===== src/rtl/mmu_req_arbiter.sv =====
// Arbitrates I-fetch and D-side requests onto one memory port (IDLE -> BUSY -> RESP).
// Grant is combinational in IDLE, response is one cycle after m_ack, and a BUSY timeout forces a segfault.
module mmu_req_arbiter #(
    parameter int ST_LIMIT = 4,
    parameter int TIMEOUT  = 255
) (
    input  logic        clk,
    input  logic        rst_n,
    input  logic        i_req,
    input  logic [31:0] i_addr,
    input  logic [2:0]  i_trd,
    output logic        i_gnt,
    output logic        i_valid,
    output logic [31:0] i_rd_data,
    output logic        i_miss,
    output logic        i_segfault,
    input  logic        d_rd,
    input  logic        d_wr,
    input  logic [31:0] d_addr,
    input  logic [31:0] d_wr_data,
    input  logic [2:0]  d_trd,
    output logic        d_gnt,
    output logic        d_valid,
    output logic [31:0] d_rd_data,
    output logic        d_miss,
    output logic        d_segfault,
    output logic [1:0]  m_opcode,
    output logic [31:0] m_addr,
    output logic [31:0] m_wr_data,
    output logic [2:0]  m_trd,
    input  logic        m_ack,
    input  logic [31:0] m_rd_data,
    input  logic        m_miss,
    input  logic        m_segfault
);

    typedef enum logic [1:0] {S_IDLE, S_BUSY, S_RESP} state_t;

    localparam logic [1:0] OP_IDLE  = 2'b00;
    localparam logic [1:0] OP_READ  = 2'b01;
    localparam logic [1:0] OP_WRITE = 2'b11;

    localparam int SW = (ST_LIMIT < 1) ? 1 : $clog2(ST_LIMIT + 1);
    localparam int TW = (TIMEOUT  < 2) ? 1 : $clog2(TIMEOUT + 1);
    localparam logic [SW-1:0] ST_MAX  = SW'(ST_LIMIT);
    localparam logic [TW-1:0] TO_LAST = TW'(TIMEOUT - 1);

    state_t        state_q;
    logic [SW-1:0] st_cnt_q;
    logic [TW-1:0] to_cnt_q;
    logic [1:0]    op_q;
    logic [31:0]   addr_q;
    logic [31:0]   wr_data_q;
    logic [2:0]    trd_q;
    logic          src_i_q;
    logic [31:0]   rsp_data_q;
    logic          rsp_miss_q;
    logic          rsp_seg_q;

    logic d_req;
    logic grant_i;
    logic grant_d;

    // I wins only when D is idle or I has been starved for ST_LIMIT arbitrations
    assign d_req   = d_rd | d_wr;
    assign grant_i = (state_q == S_IDLE) && i_req && (!d_req || (st_cnt_q == ST_MAX));
    assign grant_d = (state_q == S_IDLE) && d_req && !grant_i;

    assign i_gnt = grant_i;
    assign d_gnt = grant_d;

    assign m_opcode  = (state_q == S_BUSY) ? op_q : OP_IDLE;
    assign m_addr    = addr_q;
    assign m_wr_data = wr_data_q;
    assign m_trd     = trd_q;

    assign i_valid    = (state_q == S_RESP) &&  src_i_q;
    assign d_valid    = (state_q == S_RESP) && !src_i_q;
    assign i_rd_data  = i_valid ? rsp_data_q : 32'd0;
    assign i_miss     = i_valid & rsp_miss_q;
    assign i_segfault = i_valid & rsp_seg_q;
    assign d_rd_data  = d_valid ? rsp_data_q : 32'd0;
    assign d_miss     = d_valid & rsp_miss_q;
    assign d_segfault = d_valid & rsp_seg_q;

    always_ff @(posedge clk or negedge rst_n) begin
        if (!rst_n) begin
            state_q    <= S_IDLE;
            st_cnt_q   <= '0;
            to_cnt_q   <= '0;
            op_q       <= OP_IDLE;
            addr_q     <= 32'd0;
            wr_data_q  <= 32'd0;
            trd_q      <= 3'd0;
            src_i_q    <= 1'b0;
            rsp_data_q <= 32'd0;
            rsp_miss_q <= 1'b0;
            rsp_seg_q  <= 1'b0;
        end else begin
            case (state_q)
                S_IDLE: begin
                    if (grant_i) begin
                        st_cnt_q  <= '0;
                        to_cnt_q  <= '0;
                        op_q      <= OP_READ;
                        addr_q    <= i_addr;
                        wr_data_q <= 32'd0;
                        trd_q     <= i_trd;
                        src_i_q   <= 1'b1;
                        state_q   <= S_BUSY;
                    end else if (grant_d) begin
                        if (i_req && (st_cnt_q != ST_MAX)) begin
                            st_cnt_q <= st_cnt_q + SW'(1);
                        end
                        to_cnt_q  <= '0;
                        addr_q    <= d_addr;
                        wr_data_q <= d_wr_data;
                        trd_q     <= d_trd;
                        src_i_q   <= 1'b0;
                        // Simultaneous read+write is illegal: answer straight away with a fault
                        if (d_rd && d_wr) begin
                            op_q       <= OP_IDLE;
                            rsp_data_q <= 32'd0;
                            rsp_miss_q <= 1'b0;
                            rsp_seg_q  <= 1'b1;
                            state_q    <= S_RESP;
                        end else begin
                            op_q    <= d_wr ? OP_WRITE : OP_READ;
                            state_q <= S_BUSY;
                        end
                    end
                end
                S_BUSY: begin
                    if (m_ack) begin
                        rsp_data_q <= (op_q == OP_WRITE) ? 32'd0 : m_rd_data;
                        rsp_miss_q <= m_miss;
                        rsp_seg_q  <= m_segfault;
                        state_q    <= S_RESP;
                    end else if (to_cnt_q == TO_LAST) begin
                        rsp_data_q <= 32'd0;
                        rsp_miss_q <= 1'b0;
                        rsp_seg_q  <= 1'b1;
                        state_q    <= S_RESP;
                    end else begin
                        to_cnt_q <= to_cnt_q + TW'(1);
                    end
                end
                S_RESP: begin
                    state_q <= S_IDLE;
                end
                default: begin
                    state_q <= S_IDLE;
                end
            endcase
        end
    end

endmodule


===== config.mk =====
export PLATFORM = sky130hd
export DESIGN_NAME = mmu_req_arbiter
export DESIGN_NICKNAME = d
export VERILOG_FILES = /design/src/rtl/mmu_req_arbiter.sv
export SDC_FILE = /design/constraint.sdc
export NUM_CORES = 1
export LEC_CHECK = 0
export ABC_AREA = 1
export CAP_MARGIN = 5
export CORE_AREA = 5 5 124 126
export CTS_CLUSTER_SIZE = 10
export DETAILED_ROUTE_END_ITERATION = 16
export DIE_AREA = 0 0 129 131
export PLACE_DENSITY = 0.8
export SETUP_SLACK_MARGIN = 0.5
export SLEW_MARGIN = 25
export SYNTH_ARGS = -nofsm -noshare
export SYNTH_HDL_FRONTEND = slang
export SYNTH_SLANG_ARGS = --single-unit

===== constraint.sdc =====
create_clock -name clk -period 2.07 [get_ports clk]
set_clock_uncertainty 0.15 [all_clocks]
set_input_delay 0.414 -clock clk [delete_from_list [all_inputs] [get_ports clk]]
set_output_delay 0.414 -clock clk [all_outputs]
set_load 0.02 [all_outputs]

---- After elaboration in Yosys (flattened, before gate mapping) ----
Cells that the tools add are included.
operators by class
  add/subtract/negate cells ............... 2
  $mul .................................... 0
  divide/modulo/power cells ............... 0
  magnitude comparators ................... 0
  equal/unequal tests ..................... 13
  shift operators ......................... 0
  mux-type cells .......................... 48
  bitwise operators ....................... 5
  reductions and logical operators ........ 21
operators by type and width
  operator               count
  $mux W32               12
  $pmux W32 S2           1
  $mux W8                4
  $mux W2                10
  $pmux W8 S2            1
  $mux W3                5
  $mux W1                12
  $add A8 B1 Y8 const B  1
  $eq A8 B8 Y1 const B   1
  $logic_and A1 B1 Y1    8
  $ne A2 B2 Y1 const B   4
  $ne A3 B3 Y1 const B   2
  $reduce_bool A2 Y1     3
  $reduce_and A5 Y1      1
  $and A1 B1 Y1          4
  $eq A2 B2 Y1 const B   2
  $pmux W1 S2            2
  $pmux W2 S2            1
  $reduce_and A2 Y1      2
  $reduce_and A4 Y1      1
  $add A3 B1 Y3 const B  1
  $eq A3 B3 Y1 const B   1
  $logic_not A1 Y1       3
  $ne A3 B2 Y1 const B   1
  other kinds (6)        6
storage, ports and cells
  bits in registers ....................... 117
  latch bits .............................. 0
  RAM bits ................................ 0
  memory bits (read-only) ................. 0
  input bits .............................. 142
  memories ................................ 0

---- Longest topological paths before layout ----
  depth after elaboration ................. 9
  mapped depth ............................ 11
  gate-level depth less buffers ........... 10

---- Worst setup path before layout ----
No wires, ideal clock.
  path kind ............................... register to output
  start point ............................. register state_q[1]
  end point ............................... output i_rd_data[11]
  arrival ................................. 1735 ps
  setup slack ............................. -229 ps
  stages on the path, launching flop included .. 6
  buffers on the path ..................... 1
  cells stage by stage .................... dfrtp_1 inv_1 nor3_1 inv_2 clkbuf_1 nor2_1
on the way
  word-level cells in the longest chain between the ends .. 3
RTL lines
  item                    RTL line  text
  start, declared         48        state_t state_q;
  start signal, assigned  88        state_q <= S_IDLE;
  start signal, assigned  110       state_q <= S_BUSY;
  start signal, assigned  126       state_q <= S_RESP;
  $eq A2 B2 Y1            77        assign i_valid = (state_q == S_RESP) && src_i_q;
  $logic_and A1 B1 Y1     77
  via i_valid             13        output logic i_valid,
  $mux W32                79        assign i_rd_data = i_valid ? rsp_data_q : 32'd0;
  end, declared           14        output logic [31:0] i_rd_data,
The timed path passes the listed nets, and every way through them passes these cells.

---- Worst setup path in the final report ----
  start point ............................. register state_q[0]
  end point ............................... output d_rd_data[31]
on the way
  word-level cells in the longest chain between the ends .. 3
RTL lines
  item                 RTL line  text
  $eq A2 B2 Y1         78        assign d_valid = (state_q == S_RESP) && !src_i_q;
  $logic_and A1 B1 Y1  78
  $mux W32             82        assign d_rd_data = d_valid ? rsp_data_q : 32'd0;
  end, declared        24        output logic [31:0] d_rd_data,
No other way between the ends.

==> metrics.md <==
| Metric | Value |
|---|---|
| Leading area contributor after synthesis | `sky130_fd_sc_hd__dfrtp_1` |
| Total global routing overflow | `0` |
| DR iter-0 viols | `392` |
| Design area | `11300 um2` |
| Leading cell type in the layout, fill and taps excluded | `sky130_fd_sc_hd__nand2_1` |
| Crit. End Element | `output port` |
| Number of nets produced by synthesis | `857` |
| CP Class | `flop to output port` |
| Number of warnings reported in the yosys synthesis log | `0` |
| Simple-Gate Fraction of Synth Area | `35.9%` |
| Count of distinct cell types in the synthesized netlist | `29` |
| Total via count in the routed design | `6351` |
| Portion of the post-synthesis area used by sequential elements | `52.6%` |
| Routed length on met2 | `13000 um` |
| Placement row count | `44` |
| Number of H-tree levels | `4` |
| Critical Path AT | `1.76 ns` |
| Floorplan die width | `129 um` |
| Number of failing setup endpoints in the final timing report | `97` |
| Fill cell instance count of the final layout | `868` |
| Area fraction in compound gates after synthesis | `2.40%` |
| DIE AREA | `16900 um2` |
| Num CTS Buffers | `17` |
| Uppermost signal routing layer after detailed routing | `met4` |
| Routed WL per cell | `19.2 um` |
| Maximum number of pins on one net before global-route repair | `118` |
| Wire length on met1 | `8240 um` |
| Wire length of the first global-routing pass | `32100 um` |
| Worst voltage drop across the vdd grid | `0.936 mV` |
| Part of the power in combinational logic | `57.3%` |
| RSZ-0062 raised after global routing | `true` |
| Placed cell areas | `9290 um2` |
| Placed insts | `1176` |
| Die height | `131 um` |
| Antenna Diode Count | `0` |
| Outcome | `complete, but fails checks` |
| Largest family of logic cells by synthesized area | `simple AND/OR/NAND/NOR gates` |
| Register share of total power | `23.3%` |
| Portion of netlist area occupied by mux cells | `0%` |
| Post-synthesis share of cell area spent on full adders, half adders and majority gates | `0.899%` |
| Clock root buffer master | `sky130_fd_sc_hd__clkbuf_16` |
| Port Buffer Count | `282` |
| Area share of the largest cell type after synthesis | `52.6%` |
| Sw frac | `41.1%` |
| Synthesized instance count | `711` |
| Clock power frac | `19.4%` |
| Startpoint types | `flop` |
| Tightest hold margin | `0.327 ns` |
| Worst Tran Pin Value | `0.707 ns` |
| Vias in the first global route | `6308` |
| Crit-path max FO | `6` |
| Aggregate global-route resource usage | `24.7%` |
| Starting Density | `39.2%` |
| Clock latency on the worst-skew pair | `0.42 ns` |
| Placed wire-length estimate after detailed placement | `14300 um` |
| Layout Nets | `1207` |
| Max-cap check violation count | `0` |
| Clock tree from TritonCTS | `yes` |
| Violations in the final reports | `negative setup slack` |
| Total Power Consumption | `0.0168 W` |
| Finished Layout Cells | `1258` |
| Clock input transition at the sequential cells of the worst setup and hold paths | `0.06 ns` |
| Number of register bits inferred by synthesis | `117` |
| Core region area | `14200 um2` |
| Count of boundary I/O pins | `283` |
| Count of clock tree sinks | `117` |
| Number of vias per cell | `5.05` |
| Number of pins with negative max-slew slack in the final report | `0` |
| Routability congestion estimate | `0.787` |
| Area growth, synth to finish | `102%` |
| Initial antenna violation count | `0` |
| Count of nets left with antenna violations after detail routing | `0` |
| Ratio of final minimum period to clock period | `112%` |
| Leak pwr | `5.19 nW` |
| Maximum root-to-sink buffer count | `2` |
| Worst endpoint required time | `1.51 ns` |
| Top library cells by usage in the layout, fill and taps aside | `sky130_fd_sc_hd__nand2_1, sky130_fd_sc_hd__clkdlybuf4s50_1, sky130_fd_sc_hd__dfrtp_1, sky130_fd_sc_hd__buf_6, sky130_fd_sc_hd__nand3_1` |
| Dominant cells by area after synthesis | `sky130_fd_sc_hd__dfrtp_1, sky130_fd_sc_hd__nand2_1, sky130_fd_sc_hd__nand3_1, sky130_fd_sc_hd__nor2_1, sky130_fd_sc_hd__inv_1` |
| Worst setup slack after placement | `-0.540 ns` |
| Detailed-routing iteration count for the pre-antenna-repair pass | `5` |
| Power density over the cells | `1490 nW/um2` |
| Headroom to the max-slew limit | `52.9%` |
| Post-detailed-routing wire length | `24100 um` |
| Worst min-delay path category | `flop to flop` |
| Fmax | `431 MHz` |
| Xor/xnor share of the synthesized area | `0%` |
| Final hold viol count | `0` |
| Final setup margin | `-0.252 ns` |
| Met3 routed wirelength | `2100 um` |
| Cell internal pwr | `0.00988 W` |
| Synthesized cell area | `5570 um2` |
| Average instance area after synthesis | `7.83 um2` |
| DRC violation count after routing | `0` |
| Layout cell share with drive strength beyond 1 | `36.1%` |
| Switching power | `0.00690 W` |
| Time the worst path needs with I/O delays and setup | `2.32 ns` |
-- state kept, by name, summed over array words and instances, names as in the netlist --
signal and cells:
to_cnt_q 8, rsp_seg_q 1, rsp_miss_q 1, src_i_q 1
m_addr 32, op_q 2, state_q 2, st_cnt_q 3
m_wr_data 32, m_trd 3, rsp_data_q 32
-- final cells by class --
class / instances / area, um2 / area share [%]
Inverter: 60 / 243 / 2.16
Timing Repair Buffer: 370 / 4120 / 36.6
Clock inverter: 13 / 205 / 1.82
Tap cell: 184 / 230 / 2.05
Sequential cell: 117 / 2930 / 26.0
Clock buffer: 19 / 443 / 3.94
Multi-Input combinational cell: 495 / 3080 / 27.4
-- power groups by stage --
stage	Clock, W	Sequential [W]	Combinational, W
after floorplan	0	0.00459	0.00339
after global placement	0	0.00382	0.00704
after detailed placement	0	0.00384	0.00720
after CTS	0.00327	0.00384	0.00788
after global routing	0.00338	0.00402	0.0102
final	0.00326	0.00390	0.00961
-- cell families after synthesis --
kind of cell | count (synthesis)
compound gates | 22
fa+ha+maj | 4
buf+inv | 99
flops | 117
simple gates | 469
-- layer usage --
layer | up-vias | GRT usage, %
met4 | 0 | 10.1
met2 | 337 | 45.1
met3 | 61 | 7.93
met1 | 3036 | 26.2
met5 | - | 0
li1 | 2917 | -
-- worst max-delay path, cell delays in order (launching register included) --
cell,delay (ns)
sky130_fd_sc_hd__dfrtp_2,0.45
sky130_fd_sc_hd__nor3_4,0.28
sky130_fd_sc_hd__inv_4,0.12
sky130_fd_sc_hd__buf_12,0.16
sky130_fd_sc_hd__buf_6,0.12
sky130_fd_sc_hd__nor2_4,0.08
sky130_fd_sc_hd__buf_6,0.12
-- stage by stage --
| stage | utilization [%] | setup TNS (ns) |
|---|---|---|
| final | 79.2 | -13.24 |
| after CTS | 72.7 | -10.64 |
| after floorplan | - | 0 |
| after detailed placement | 65.4 | -41.71 |
| after global routing | 79.2 | -21.84 |
| after global placement | 65.4 | -37.34 |
-- cell usage after synthesis (all sizes together) --
| cell type | instances |
|---|---|
| nand2 | 268 |
| dfrtp | 117 |
| nand3 | 113 |
| nor2 | 82 |
| inv | 60 |
| buf | 25 |
| o21ai | 16 |
| clkbuf | 14 |
| ha | 4 |
| nand4 | 3 |
| nor3 | 2 |
| o21a | 2 |
| o21bai | 2 |
| a21o | 1 |
| a21oi | 1 |
| or2 | 1 |
-- timing repair --
item / 4_1_cts / 5_1_grt
hold buffers: 1 / 0
pin swaps: 5 / 18
gates cloned: 2 / 14
hold endpoints to repair: 117 / 0
setup buffers: 17 / 16
resized for setup: 460 / 186
setup endpoints to repair: 256 / 256
-- final timing paths --
check / startpoint / to / cells after the start / slack, ns
max: state_q[0] / d_rd_data[31] / 6 / -0.25
min: m_wr_data[6] / m_wr_data[6] / 2 / 0.33
max reg2reg: state_q[0] / rsp_data_q[21] / 14 / -0.06
min reg2reg: m_wr_data[6] / m_wr_data[6] / 2 / 0.33
max in group asynchronous: rst_n / rsp_data_q[29] / 3 / 0.70
min in group asynchronous: rst_n / rsp_data_q[30] / 3 / 0.48
Power figures use the tool's default switching activity.
